<file path="config.mk">
export PLATFORM = sky130hd
export DESIGN_NAME = uvme_clk_st_freq_chkr
export DESIGN_NICKNAME = d
export VERILOG_FILES = /design/src/rtl/uvme_clk_st_freq_chkr_pkg.sv /design/src/rtl/uvme_clk_st_freq_chkr_chan.sv /design/src/rtl/uvme_clk_st_freq_chkr.sv
export SDC_FILE = /design/constraint.sdc
export NUM_CORES = 1
export LEC_CHECK = 0
export BUFFER_PORTS_ARGS = -buffer_cell sky130_fd_sc_hd__buf_2
export CAP_MARGIN = 25
export CELL_PAD_IN_SITES_DETAIL_PLACEMENT = 1
export CELL_PAD_IN_SITES_GLOBAL_PLACEMENT = 2
export CORE_UTILIZATION = 39
export CTS_CLUSTER_SIZE = 24
export DETAILED_ROUTE_END_ITERATION = 7
export PLACE_DENSITY_LB_ADDON = 0.12
export SYNTH_ARGS = -nofsm -noshare
export SYNTH_HDL_FRONTEND = slang
export SYNTH_SLANG_ARGS = --single-unit
</file>
<file path="constraint.sdc">
create_clock -name clk -period 13.1 [get_ports clk]
set_clock_uncertainty 0.05 [all_clocks]
set_input_delay 2.62 -clock clk [delete_from_list [all_inputs] [get_ports clk]]
set_output_delay 2.62 -clock clk [all_outputs]
set_load 0.02 [all_outputs]
</file>
<file path="src/rtl/uvme_clk_st_freq_chkr_pkg.sv">
// Shared types, default parameters and arithmetic helpers for the clock-frequency checker.
package uvme_clk_st_freq_chkr_pkg;

  typedef enum logic [1:0] {
    OFF     = 2'd0,
    ACQ     = 2'd1,
    RUN     = 2'd2,
    STOPPED = 2'd3
  } chan_state_t;

  localparam int DEF_NUM_CH    = 2;
  localparam int DEF_CNT_W     = 16;
  localparam int DEF_ERR_CNT_W = 8;
  localparam int DEF_TIMEOUT   = 1000;
  localparam int DEF_LOCK_CNT  = 4;

  // abs_diff runs at the widest supported counter width; callers zero-extend into it.
  localparam int MAX_CNT_W = 32;

  function automatic logic [MAX_CNT_W:0] abs_diff(input logic [MAX_CNT_W-1:0] a,
                                                  input logic [MAX_CNT_W-1:0] b);
    logic [MAX_CNT_W:0] ax;
    logic [MAX_CNT_W:0] bx;
    ax = {1'b0, a};
    bx = {1'b0, b};
    return (ax >= bx) ? (ax - bx) : (bx - ax);
  endfunction

endpackage

</file>
<file path="src/rtl/uvme_clk_st_freq_chkr_chan.sv">
// One monitored-clock channel: synchroniser, edge detect, period counter, FSM,
// lock tracking and saturating error counter.
module uvme_clk_st_freq_chkr_chan
  import uvme_clk_st_freq_chkr_pkg::*;
#(
  parameter int CNT_W     = DEF_CNT_W,
  parameter int ERR_CNT_W = DEF_ERR_CNT_W,
  parameter int TIMEOUT   = DEF_TIMEOUT,
  parameter int LOCK_CNT  = DEF_LOCK_CNT
) (
  input  logic                 clk,
  input  logic                 reset_n,
  input  logic                 mon_clk_i,
  input  logic                 en_i,
  input  logic [CNT_W-1:0]     exp_period_i,
  input  logic [CNT_W-1:0]     tol_i,
  input  logic                 clr_i,
  output logic [CNT_W-1:0]     period_o,
  output logic                 period_vld_o,
  output logic                 err_o,
  output logic                 locked_o,
  output logic                 stopped_o,
  output logic [ERR_CNT_W-1:0] err_cnt_o
);

  localparam int                 MATCH_W   = $clog2(LOCK_CNT + 1);
  localparam logic [CNT_W-1:0]   TIMEOUT_C = CNT_W'(TIMEOUT);
  localparam logic [MATCH_W-1:0] LOCK_C    = MATCH_W'(LOCK_CNT);

  chan_state_t        state_q, state_d;
  logic               mon_p0, mon_p1, mon_p2;
  logic               rise;
  logic               in_tol;
  logic [CNT_W-1:0]   cnt_q, cnt_d;
  logic [MATCH_W-1:0] match_q, match_d;
  logic [CNT_W-1:0]   period_d;
  logic               vld_d, err_d, locked_d, stopped_d;

  // mon_p0/mon_p1 form the synchroniser; mon_p2 delays for edge detection.
  assign rise   = mon_p1 & ~mon_p2;
  assign in_tol = abs_diff(MAX_CNT_W'(cnt_q), MAX_CNT_W'(exp_period_i))
                  <= (MAX_CNT_W + 1)'(tol_i);

  always_comb begin
    state_d   = state_q;
    match_d   = match_q;
    period_d  = period_o;
    locked_d  = locked_o;
    stopped_d = stopped_o;
    vld_d     = 1'b0;
    err_d     = 1'b0;
    cnt_d     = cnt_q;
    if (rise)               cnt_d = CNT_W'(1);
    else if (cnt_q != '1)   cnt_d = cnt_q + 1'b1;

    if (!en_i) begin
      state_d   = OFF;
      cnt_d     = '0;
      match_d   = '0;
      locked_d  = 1'b0;
      stopped_d = 1'b0;
    end else begin
      case (state_q)
        OFF: begin
          state_d = ACQ;
          cnt_d   = '0;
        end
        ACQ: begin
          if (rise) begin
            state_d = RUN;
          end else if (cnt_q == TIMEOUT_C) begin
            state_d   = STOPPED;
            stopped_d = 1'b1;
            err_d     = 1'b1;
          end
        end
        RUN: begin
          if (rise) begin
            period_d = cnt_q;
            vld_d    = 1'b1;
            if (in_tol) begin
              if (match_q != LOCK_C) match_d = match_q + 1'b1;
              if (match_d == LOCK_C) locked_d = 1'b1;
            end else begin
              err_d    = 1'b1;
              match_d  = '0;
              locked_d = 1'b0;
            end
          end else if (cnt_q == TIMEOUT_C) begin
            state_d   = STOPPED;
            stopped_d = 1'b1;
            locked_d  = 1'b0;
            match_d   = '0;
            err_d     = 1'b1;
          end
        end
        STOPPED: begin
          // The period spanning the outage is meaningless, so this rise only re-arms.
          if (rise) begin
            state_d   = RUN;
            stopped_d = 1'b0;
          end
        end
        default: state_d = OFF;
      endcase
    end
  end

  always_ff @(posedge clk or negedge reset_n) begin
    if (!reset_n) begin
      mon_p0       <= 1'b0;
      mon_p1       <= 1'b0;
      mon_p2       <= 1'b0;
      state_q      <= OFF;
      cnt_q        <= '0;
      match_q      <= '0;
      period_o     <= '0;
      period_vld_o <= 1'b0;
      err_o        <= 1'b0;
      locked_o     <= 1'b0;
      stopped_o    <= 1'b0;
      err_cnt_o    <= '0;
    end else begin
      mon_p0       <= mon_clk_i;
      mon_p1       <= mon_p0;
      mon_p2       <= mon_p1;
      state_q      <= state_d;
      cnt_q        <= cnt_d;
      match_q      <= match_d;
      period_o     <= period_d;
      period_vld_o <= vld_d;
      err_o        <= err_d;
      locked_o     <= locked_d;
      stopped_o    <= stopped_d;
      if (clr_i)                          err_cnt_o <= '0;
      else if (err_o && err_cnt_o != '1)  err_cnt_o <= err_cnt_o + 1'b1;
    end
  end

endmodule

</file>
<file path="src/rtl/uvme_clk_st_freq_chkr.sv">
// Multi-channel clock-frequency checker: one independent checker per monitored clock.
module uvme_clk_st_freq_chkr
  import uvme_clk_st_freq_chkr_pkg::*;
#(
  parameter int NUM_CH    = DEF_NUM_CH,
  parameter int CNT_W     = DEF_CNT_W,
  parameter int ERR_CNT_W = DEF_ERR_CNT_W,
  parameter int TIMEOUT   = DEF_TIMEOUT,
  parameter int LOCK_CNT  = DEF_LOCK_CNT
) (
  input  logic                        clk,
  input  logic                        reset_n,
  input  logic [NUM_CH-1:0]           mon_clk_i,
  input  logic [NUM_CH-1:0]           en_i,
  input  logic [NUM_CH*CNT_W-1:0]     exp_period_i,
  input  logic [CNT_W-1:0]            tol_i,
  input  logic                        clr_i,
  output logic [NUM_CH*CNT_W-1:0]     period_o,
  output logic [NUM_CH-1:0]           period_vld_o,
  output logic [NUM_CH-1:0]           err_o,
  output logic [NUM_CH-1:0]           locked_o,
  output logic [NUM_CH-1:0]           stopped_o,
  output logic [NUM_CH*ERR_CNT_W-1:0] err_cnt_o
);

  for (genvar i = 0; i < NUM_CH; i++) begin : g_ch
    uvme_clk_st_freq_chkr_chan #(
      .CNT_W     (CNT_W),
      .ERR_CNT_W (ERR_CNT_W),
      .TIMEOUT   (TIMEOUT),
      .LOCK_CNT  (LOCK_CNT)
    ) u_chan (
      .clk          (clk),
      .reset_n      (reset_n),
      .mon_clk_i    (mon_clk_i[i]),
      .en_i         (en_i[i]),
      .exp_period_i (exp_period_i[i*CNT_W +: CNT_W]),
      .tol_i        (tol_i),
      .clr_i        (clr_i),
      .period_o     (period_o[i*CNT_W +: CNT_W]),
      .period_vld_o (period_vld_o[i]),
      .err_o        (err_o[i]),
      .locked_o     (locked_o[i]),
      .stopped_o    (stopped_o[i]),
      .err_cnt_o    (err_cnt_o[i*ERR_CNT_W +: ERR_CNT_W])
    );
  end

endmodule
</file>
==> run_results.csv <==
group,metric,value,unit
logic_synthesis,ys_seq_elements,104,
timing,tightest_slew,0.934,ns
min_path,whs_path_depth,0,
logic_synthesis,syn_inst,1071,
power,p_int,0.525,mW
timing,slew_headroom,0.377,
worst_setup_path,cp-start-kind,"primary input",
global_route,first_global_vias,8044,
timing,setup_viol,0,
logic_synthesis,synth-warning-count,0,
global_route,antenna_found_initial,0,
run,drv_cap,0,
die,initial_core_util,0.403,
logic_synthesis,async_reset_ff_frac,1.00,
logic_synthesis,synth_edf_count,0,
worst_setup_path,crit_arrival,7.57,ns
layout,syn_to_final_growth,11.1,%
power,finalPower,0.762,mW
route,drcViolationCount,0,
route,num_vias,7769,
worst_setup_path,crit_fanout,24,
min_path,hold_path.class,"register to register",
logic_synthesis,yosysTopAreaCell,"dfrtp_1",
route,firstDrtPassIters,4,
logic_synthesis,syn_nets,1246,
layout,drive_above_1_share,0.130,
die,die_area,23400,µm²
placement,gp_congestion,0.922,
global_route,grt_max_degree,64,
route,drt_iter0_markers,333,
power,switching_share,0.311,
layout,diodes,0,
power,power_frac_clock,0.362,
worst_setup_path,rr_worst_depth,20,
power,powerDensity,77.0,nW/µm²
global_route,grt_pass1_wl,42.8,mm
timing,timing.final.hold_violations,0,
power,p_sw,0.237,mW
worst_setup_path,critPathRequiredTime,13.34,ns
clock_tree,clk_latency,0.36,ns
logic_synthesis,postSynthAreaPerCell,8.32,µm²
worst_setup_path,critPathKind,"primary input to register",
logic_synthesis,ys_types,67,
timing,fin_setup_tns,0,ns
layout,nets,1324,
clock_tree,cts_tree,"built",
clock_tree,hold_buffers,0,
logic_synthesis,post-synth-top-count-cell,"ha_1",
die,die_x,153,µm
clock_tree,cts_root_buf,"clkbuf_16",
die,core-area,22100,µm²
route,routed_wl,25.9,mm
timing,maxSlewViolCount,0,
clock_tree,cts_buffer_depth,2,
layout,post-route-util,0.448,
timing,rsz0062_at_grt,"no",
layout,nFillCells,2701,
die,fp.dieH,153,µm
worst_setup_path,end_kind,"register",
power,irDropWorstVdd,0.0535,mV
outcome,status,"finished clean",
placement,numPortBuffers,110,
timing,fin_crit,7.33,ns
timing,max_freq,136,MHz
die,ios,111,
logic_synthesis,synth_ff_type,"dfrtp_1",
route,vias_per_cell,5.42,
global_route,overflow,0,
power,power.leakage,4.91,nW
clock_tree,ctsResizeCount,0,
power,pwr-share-comb,0.208,
clock_tree,cts_setup_buffers,0,
clock_tree,cts-buffers-inserted,9,
clock_tree,clkSlewWorstSetupHoldPaths,0.07,ns
logic_synthesis,yosys-top-cells-count,"ha_1, inv_1, nand2_1",
die,row_count,54,
power,seq_power_share,0.430,
logic_synthesis,netlist_area,8910,µm²
placement,dp_hpwl,21.0,mm
global_route,grt_usage,0.229,
timing,fin_crit_sh,0.560,
clock_tree,htreeDepth,3,
logic_synthesis,seq_area_frac_synth,0.292,
logic_synthesis,yosysTopAreaCellShare,0.292,
route,ant_nets,0,
route,wl_per_cell,18.1,µm
clock_tree,cts.sink_count,104,
logic_synthesis,ys_top_cells_by_area,"dfrtp_1, ha_1, inv_1, nand2_1, xnor2_1",
-- registers in the layout (all words and copies together) (netlist names) --
| name | flops |
|---|---|
| g_ch.u_chan.match_q | 6 |
| g_ch.u_chan.mon_p1 | 2 |
| g_ch.u_chan.locked_o | 2 |
| g_ch.u_chan.mon_p0 | 2 |
| g_ch.u_chan.stopped_o | 2 |
| g_ch.u_chan.state_q | 4 |
| g_ch.u_chan.cnt_q | 32 |
| g_ch.u_chan.period_vld_o | 2 |
| g_ch.u_chan.mon_p2 | 2 |
| g_ch.u_chan.err_o | 2 |
| g_ch.u_chan.err_cnt_o | 16 |
| g_ch.u_chan.period_o | 32 |
-- per-stage QoR --
stage	worst slack (ns)	hold WS, ns	instances	cell area [µm²]
global route	5.44	0.310	1434	9890
global placement	5.48	0.285	1416	9560
finish	5.77	0.302	1434	9890
detailed placement	5.43	0.286	1418	9590
floorplan	6.49	0.281	1071	8910
CTS	5.82	0.305	1434	9890
-- per-layer routing --
layer / vias up / routed length, µm / global-route usage
met5: - / 0 / 0
met4: 0 / 369 / 0.0563
met3: 27 / 652 / 0.0241
met2: 115 / 12200 / 0.387
met1: 3775 / 12700 / 0.313
li1: 3852 / - / -
-- final timing paths --
check | startpoint | endpoint | slack [ns]
setup / recovery | exp_period_i[1] | g_ch[0].u_chan.match_q[2] | 5.77
hold / removal | g_ch[0].u_chan.mon_p0 | g_ch[0].u_chan.mon_p1 | 0.30
hold reg to reg | g_ch[0].u_chan.mon_p0 | g_ch[0].u_chan.mon_p1 | 0.30
setup reg to reg | g_ch[0].u_chan.cnt_q[1] | g_ch[0].u_chan.match_q[2] | 7.73
max in group asynchronous | reset_n | g_ch[0].u_chan.err_o | 9.59
min in group asynchronous | reset_n | g_ch[0].u_chan.cnt_q[9] | 2.35
-- worst max-delay path, stage by stage --
cell	delay, ns
buf_2	0.12
inv_1	0.08
ha_1	0.31
nor2b_1	0.13
o21ai_0	0.12
a21boi_0	0.37
o21ai_0	0.24
o21ai_2	0.17
buf_4	0.31
mux2_2	0.42
a31oi_1	0.28
xnor2_1	0.17
ha_1	0.27
a21o_1	0.16
a21o_1	0.16
a21oi_1	0.15
o21ai_0	0.10
a221oi_1	0.43
a31oi_1	0.09
a211o_1	0.40
o31ai_1	0.29
o21a_1	0.16
-- power groups by stage --
stage	Combinational, mW	Sequential (mW)	Clock [mW]
floorplan	0.104	0.333	0
global placement	0.158	0.334	0
detailed placement	0.159	0.334	0
CTS	0.160	0.328	0.288
global route	0.180	0.328	0.294
finish	0.158	0.327	0.276
-- cells in the final DEF, fill, tap and decap left out, types with 4 or more instances in the layout --
cell and n:
a21o_1 36, o21ai_0 71, xor2_1 21, nand2_1 105, nand3b_1 5, nor4_1 10
mux2i_1 18, nand3_1 34, buf_2 109, dfrtp_1 104, nor2_1 81, fa_1 4
nor2b_1 13, and3_1 11, xnor2_1 42, a221oi_1 8, nand2b_1 8, a21oi_1 62
a211oi_1 4, o21a_1 8, o21bai_1 8, clkbuf_16 9, a211o_1 7, mux2_2 5
ha_1 116, a31oi_1 11, o31ai_1 7, a21boi_0 7, and4_1 4, inv_1 112
or3_1 5, nor3_1 29, nand4_1 23
-- area by class of cell --
class	instances	area, µm²	area share
tap	280	350	0.0354
clock buffer	10	239	0.0242
clock inverter	6	60.1	0.00607
multi-input combinational	808	5620	0.568
inverter	112	420	0.0425
timing repair buffer	114	598	0.0605
sequential	104	2600	0.263
-- kinds of logic after synthesis --
group                    Yosys count  synth area share
multiplexers                      24            0.0282
flip-flops                       104             0.292
AND/OR/NAND/NOR                  341             0.181
adder cells (fa/ha/maj)          120             0.172
XOR/XNOR                          63            0.0619
buffers and inverters            159            0.0767
AO/OA/AOI/OAI                    260             0.188
(Power assumes the default switching activity.)
